## config.mk

```make
export PLATFORM = sky130hd
export DESIGN_NAME = sys_bus_master_seq
export DESIGN_NICKNAME = d
export VERILOG_FILES = /design/src/rtl/sys_bus_master_seq.sv
export SDC_FILE = /design/constraint.sdc
export NUM_CORES = 1
export LEC_CHECK = 0
export BUFFER_PORTS_ARGS = -buffer_cell sky130_fd_sc_hd__buf_2
export CORE_MARGIN = 2
export CORE_UTILIZATION = 59
export DETAILED_ROUTE_END_ITERATION = 8
export GPL_TIMING_DRIVEN = 0
export HOLD_SLACK_MARGIN = 0.02
export PLACE_DENSITY = 0.82
export SLEW_MARGIN = 0
export SYNTH_ARGS = -nofsm -noshare
export SYNTH_HDL_FRONTEND = slang
export SYNTH_SLANG_ARGS = --single-unit
export TNS_END_PERCENT = 5
```

## constraint.sdc

```tcl
create_clock -name dac_clk_i -period 9.4 [get_ports dac_clk_i]
set_clock_uncertainty 0.15 [all_clocks]
set_input_delay 0.47 -clock dac_clk_i [delete_from_list [all_inputs] [get_ports dac_clk_i]]
set_output_delay 0.47 -clock dac_clk_i [all_outputs]
set_load 0.05 [all_outputs]
```

## src/rtl/sys_bus_master_seq.sv

```systemverilog
// FIFO-queued single-beat system-bus initiator: strobe 2 cycles after a push into an empty FIFO, response 1 cycle after ack.
// cmd_ready_o drops only when the FIFO is full; a response is held until rsp_ready_i. SYS_BUS_TIMEOUT_EN adds an ack timeout.
module sys_bus_master_seq #(
  parameter int FAW      = 3,
  parameter int TOUT_CYC = 64
) (
  input  logic        dac_clk_i,
  input  logic        dac_rst_i,
  input  logic        cmd_valid_i,
  output logic        cmd_ready_o,
  input  logic        cmd_we_i,
  input  logic [31:0] cmd_addr_i,
  input  logic [31:0] cmd_wdata_i,
  output logic        rsp_valid_o,
  input  logic        rsp_ready_i,
  output logic [31:0] rsp_rdata_o,
  output logic        rsp_err_o,
  output logic        rsp_tout_o,
  output logic [31:0] sys_addr_o,
  output logic [31:0] sys_wdata_o,
  output logic        sys_wen_o,
  output logic        sys_ren_o,
  input  logic [31:0] sys_rdata_i,
  input  logic        sys_err_i,
  input  logic        sys_ack_i,
  output logic        busy_o
);

  localparam int             DEPTH   = 1 << FAW;
  localparam logic [FAW:0]   DEPTH_C = (FAW + 1)'(DEPTH);

  typedef struct packed {
    logic        we;
    logic [31:0] addr;
    logic [31:0] wdata;
  } cmd_t;

  typedef enum logic [1:0] {IDLE, ISSUE, WAIT, RESP} state_t;

  cmd_t           mem_q [DEPTH];
  logic [FAW-1:0] wptr_q, rptr_q;
  logic [FAW:0]   cnt_q, cnt_d;
  logic           push, pop;

  state_t         state_q, state_d;
  logic           we_q;
  logic [31:0]    addr_q, wdata_q, rdata_q;
  logic           err_q;
  logic           ack_seen, tout_hit;

  assign cmd_ready_o = (cnt_q != DEPTH_C);
  assign push        = cmd_valid_i && cmd_ready_o;
  // Acks are only meaningful while waiting; strays elsewhere fall through.
  assign ack_seen    = (state_q == WAIT) && (sys_ack_i || sys_err_i);

  always_comb begin
    cnt_d = cnt_q;
    if (push && !pop)      cnt_d = cnt_q + (FAW + 1)'(1);
    else if (!push && pop) cnt_d = cnt_q - (FAW + 1)'(1);
  end

  always_ff @(posedge dac_clk_i) begin
    if (push) mem_q[wptr_q] <= '{we: cmd_we_i, addr: cmd_addr_i, wdata: cmd_wdata_i};
  end

  always_ff @(posedge dac_clk_i or posedge dac_rst_i) begin
    if (dac_rst_i) begin
      wptr_q <= '0;
      rptr_q <= '0;
      cnt_q  <= '0;
    end else begin
      if (push) wptr_q <= wptr_q + FAW'(1);
      if (pop)  rptr_q <= rptr_q + FAW'(1);
      cnt_q <= cnt_d;
    end
  end

  // FSM: state register
  always_ff @(posedge dac_clk_i or posedge dac_rst_i) begin
    if (dac_rst_i) state_q <= IDLE;
    else           state_q <= state_d;
  end

  // FSM: next state
  always_comb begin
    state_d = state_q;
    case (state_q)
      IDLE:    if (cnt_q != '0) state_d = ISSUE;
      ISSUE:   state_d = WAIT;
      WAIT:    if (ack_seen || tout_hit) state_d = RESP;
      RESP:    if (rsp_ready_i) state_d = IDLE;
      default: state_d = IDLE;
    endcase
  end

  // FSM: outputs
  always_comb begin
    pop         = 1'b0;
    sys_wen_o   = 1'b0;
    sys_ren_o   = 1'b0;
    rsp_valid_o = 1'b0;
    case (state_q)
      IDLE:    pop         = (cnt_q != '0);
      ISSUE:   begin
        sys_wen_o = we_q;
        sys_ren_o = !we_q;
      end
      RESP:    rsp_valid_o = 1'b1;
      default: ;
    endcase
  end

  always_ff @(posedge dac_clk_i or posedge dac_rst_i) begin
    if (dac_rst_i) begin
      we_q    <= 1'b0;
      addr_q  <= '0;
      wdata_q <= '0;
      rdata_q <= '0;
      err_q   <= 1'b0;
    end else begin
      if (pop) {we_q, addr_q, wdata_q} <= mem_q[rptr_q];
      if (ack_seen) begin
        rdata_q <= we_q ? 32'h0 : sys_rdata_i;
        err_q   <= sys_err_i;
      end else if (tout_hit) begin
        rdata_q <= 32'h0;
        err_q   <= 1'b1;
      end
    end
  end

  assign sys_addr_o  = addr_q;
  assign sys_wdata_o = we_q ? wdata_q : 32'h0;
  assign rsp_rdata_o = rdata_q;
  assign rsp_err_o   = err_q;
  assign busy_o      = (cnt_q != '0) || (state_q != IDLE);

`ifdef SYS_BUS_TIMEOUT_EN
  localparam int TW = $clog2(TOUT_CYC + 1);
  logic [TW-1:0] tcnt_q;
  logic          tout_q;

  // An ack on the expiry cycle wins, so expiry is gated by !ack_seen.
  assign tout_hit   = (state_q == WAIT) && !ack_seen && (tcnt_q == TW'(TOUT_CYC - 1));
  assign rsp_tout_o = tout_q;

  always_ff @(posedge dac_clk_i or posedge dac_rst_i) begin
    if (dac_rst_i) begin
      tcnt_q <= '0;
      tout_q <= 1'b0;
    end else begin
      if (state_q == ISSUE)     tcnt_q <= '0;
      else if (state_q == WAIT) tcnt_q <= tcnt_q + TW'(1);
      if (ack_seen)             tout_q <= 1'b0;
      else if (tout_hit)        tout_q <= 1'b1;
    end
  end
`else
  assign tout_hit   = 1'b0;
  assign rsp_tout_o = 1'b0 & (TOUT_CYC != 0);
`endif

endmodule

```

==> run metrics <==
worst min-delay path startpoint cmd_valid_i; initial antenna violation count 4; delay of the slowest critical-path stage 640 ps; Slew @ Worst Pin 1048 ps; Die Y-Extent 208.3 um; first-pass GRT wire length 91260 um; Final Setup Violations 0; GRT overflow 0; maximum VDD drop between 0.00015 and 0.0002 V; via/cell ratio a little over 6; clk_lat worst skew 620 ps; boundary pin count about 210; drt drc 0; register area share after synthesis 0.7456; WS Path Type reg -> out; vias in the first global route 15414; met1 track demand over resource 0.3544; WP data arrival 2690 ps; All-Layer GR Usage 0.2810; layout cells sized above 1 0.2787; CTS clk-pin slew, worst paths 60 ps; final net count 1953; crit-path max FO 10; via count around 15000; DRT antenna net count 0; H-tree Lvls 2; Root Buffer clkbuf_16; CTS buffer count 60; area grow syn2layout 21.48%; Synth Area per Inst 17.03 sq um; CP max stage cell clkbuf_1; Core ar. 41020 sq um; drt pass-1 iters 5; Post-synth EDFFs 520; crit end category output pin; Fin. Hold Viols 0; power density cells 344.2 nW/um^2; Synth Instances 1447; Final Total Pwr 10.30 mW; largest net degree at the start of global routing 77; Pleak ~11 nW; post_cts resized 0; unrepaired setup endpoints after global routing false; outcome finished, final reports clean; Crit. Startpoint we_q; Slew HR 0.3010; CTS tree built; synthesized area 24640 sq um; MaxCap Viol Count 0; drt wl/cell 25.02 um; fmax 302.5 MHz; crit-path most repeated cell clkbuf_1; Post CTS Setup Buffer Count 0; worst endpoint required time 8780 ps; RD Place Congestion 0.7764; Mapped Nets around 1600; crit path cell chain clkbuf_1 > clkbuf_1 > and2_1 > buf_2; final wirelength 60710 um; post-DP HPWL 37180 um; Yosys cell types 39; grt peak-use layer met2; Final TNS setup 0 ps; Critical Path Source Type flop; Iter 0 DRT Violations 1826; die area around 43000 sq um; fin crit share 0.3517; max-slew violation count 0; fraction of registers with async set/reset 0.1746; worst hold path type in -> reg; Final min period 3306 ps; Die Width 208.3 um; initial core utilization 0.6006; GR Layer Usage met3 0.05842; Yosys warning count 0; placement row count 74; reg2reg start cnt_q[0]; TritonCTS Sinks 630; met2 Resource Use GR 0.4754; #FFs+latches synth 630; Post-CTS Hold Fix Bufs 99; I/O Buffers around 200; Top FF cell, synth edfxtp_1; CTS Buffer Depth 3
final timing paths:
check	slack (ps)	cells past startpoint	end
hold reg to reg	330	2	wdata_q[11]
hold / removal	30	4	wptr_q[1]
setup reg to reg	6100	11	cnt_q[3]
setup / recovery	6090	4	sys_wdata_o[27]
min in group asynchronous	280	3	sys_addr_o[24]
max in group asynchronous	8070	4	sys_addr_o[10]
power breakdown:
group	switching [mW]	internal, mW	leakage (nW)	total (mW)
sequential	0.224	3.61	6.08	3.83
combinational	2.55	1.34	4.14	3.89
clock	1.04	1.54	1.03	2.58
total	3.82	6.49	11.2	10.3
layer usage:
layer,part of all wire,routed length [um]
met4,0.035,2148
met3,0.079,4807
met2,0.50,30300
met5,0.00020,12
met1,0.39,23440
layout by cell type, fill, tap and decap left out, drive strengths merged, types with 10 or more instances in the layout:
cell type      n
nand2b        37
and2          33
clkinv        24
mux2i        131
inv           10
o221ai        47
mux2         132
o21ai        101
dlygate4sd3   99
a221o         18
nand2        115
bufinv        12
nor2          10
clkbuf       105
buf          284
dfrtp        110
o22ai         18
ha            10
a22oi         47
edfxtp       520
cells in the mapped netlist (all sizes together), types with 10 or more instances:
master / number / area, sq um
o221ai: 47 / 411.6
buf: 53 / 496.7
nand2b: 37 / 234.0
dfrtp: 110 / 2753
edfxtp: 520 / 15610
nor2: 10 / 37.54
ha: 10 / 125.1
clkbuf: 35 / 138.9
mux2i: 131 / 1311
and2: 33 / 206.5
a22oi: 47 / 352.8
nand2: 115 / 431.7
a221o: 18 / 180.2
o21ai: 101 / 535.5
mux2: 132 / 1486
o22ai: 18 / 112.6
flip-flops by register name, summed over array words and instances (netlist names):
signal / flops
we_q: 1
cnt_q: 4
mem_q: 520
wptr_q: 3
rsp_rdata_o: 32
rsp_err_o: 1
state_q: 2
sys_addr_o: 32
wdata_q: 32
rptr_q: 3
critical path, delay by kind of cell, from the launching register on:
family,cells,cell delay [ps]
and+or+nand+nor,1,330
buffers and inverters,3,1320
DFF,1,430
kinds of logic after synthesis:
family,share of synthesized area
other cells,0.0001522
buf+inv,0.02671
flops,0.7456
fa+ha+maj,0.005891
xor+xnor,0.001777
compound gates,0.06638
mux,0.1136
simple gates,0.03997
cell type report:
| class | count | area [sq um] |
|---|---|---|
| Sequential cell | 630 | 18370 |
| Fill cell | 2371 | 11090 |
| Multi-Input combinational cell | 723 | 5665 |
| Timing Repair Buffer | 330 | 2437 |
| Clock buffer | 70 | 1590 |
| Tap cell | 532 | 665.6 |
| Buffer | 88 | 635.6 |
| Clock inverter | 44 | 531.8 |
| Inverter | 6 | 27.53 |
| Antenna cell | 3 | 7.507 |
per-stage QoR:
step | setup slack [ps] | cells | instance area, sq um | hold WS [ps] | util
final | 6094 | 2426 | 29930 | 32.23 | 0.7297
after global routing | 5881 | 2425 | 29930 | 55.17 | 0.7296
after CTS | 6081 | 2423 | 29920 | 20.06 | 0.7295
after detailed placement | 6133 | 2210 | 26810 | 314.3 | 0.6536
after global placement | -679.1 | 2183 | 26320 | 302.8 | 0.6418
after floorplan | 3211 | 1447 | 24640 | 293.6 | -
No activity file was read; power rests on OpenSTA's default activity.
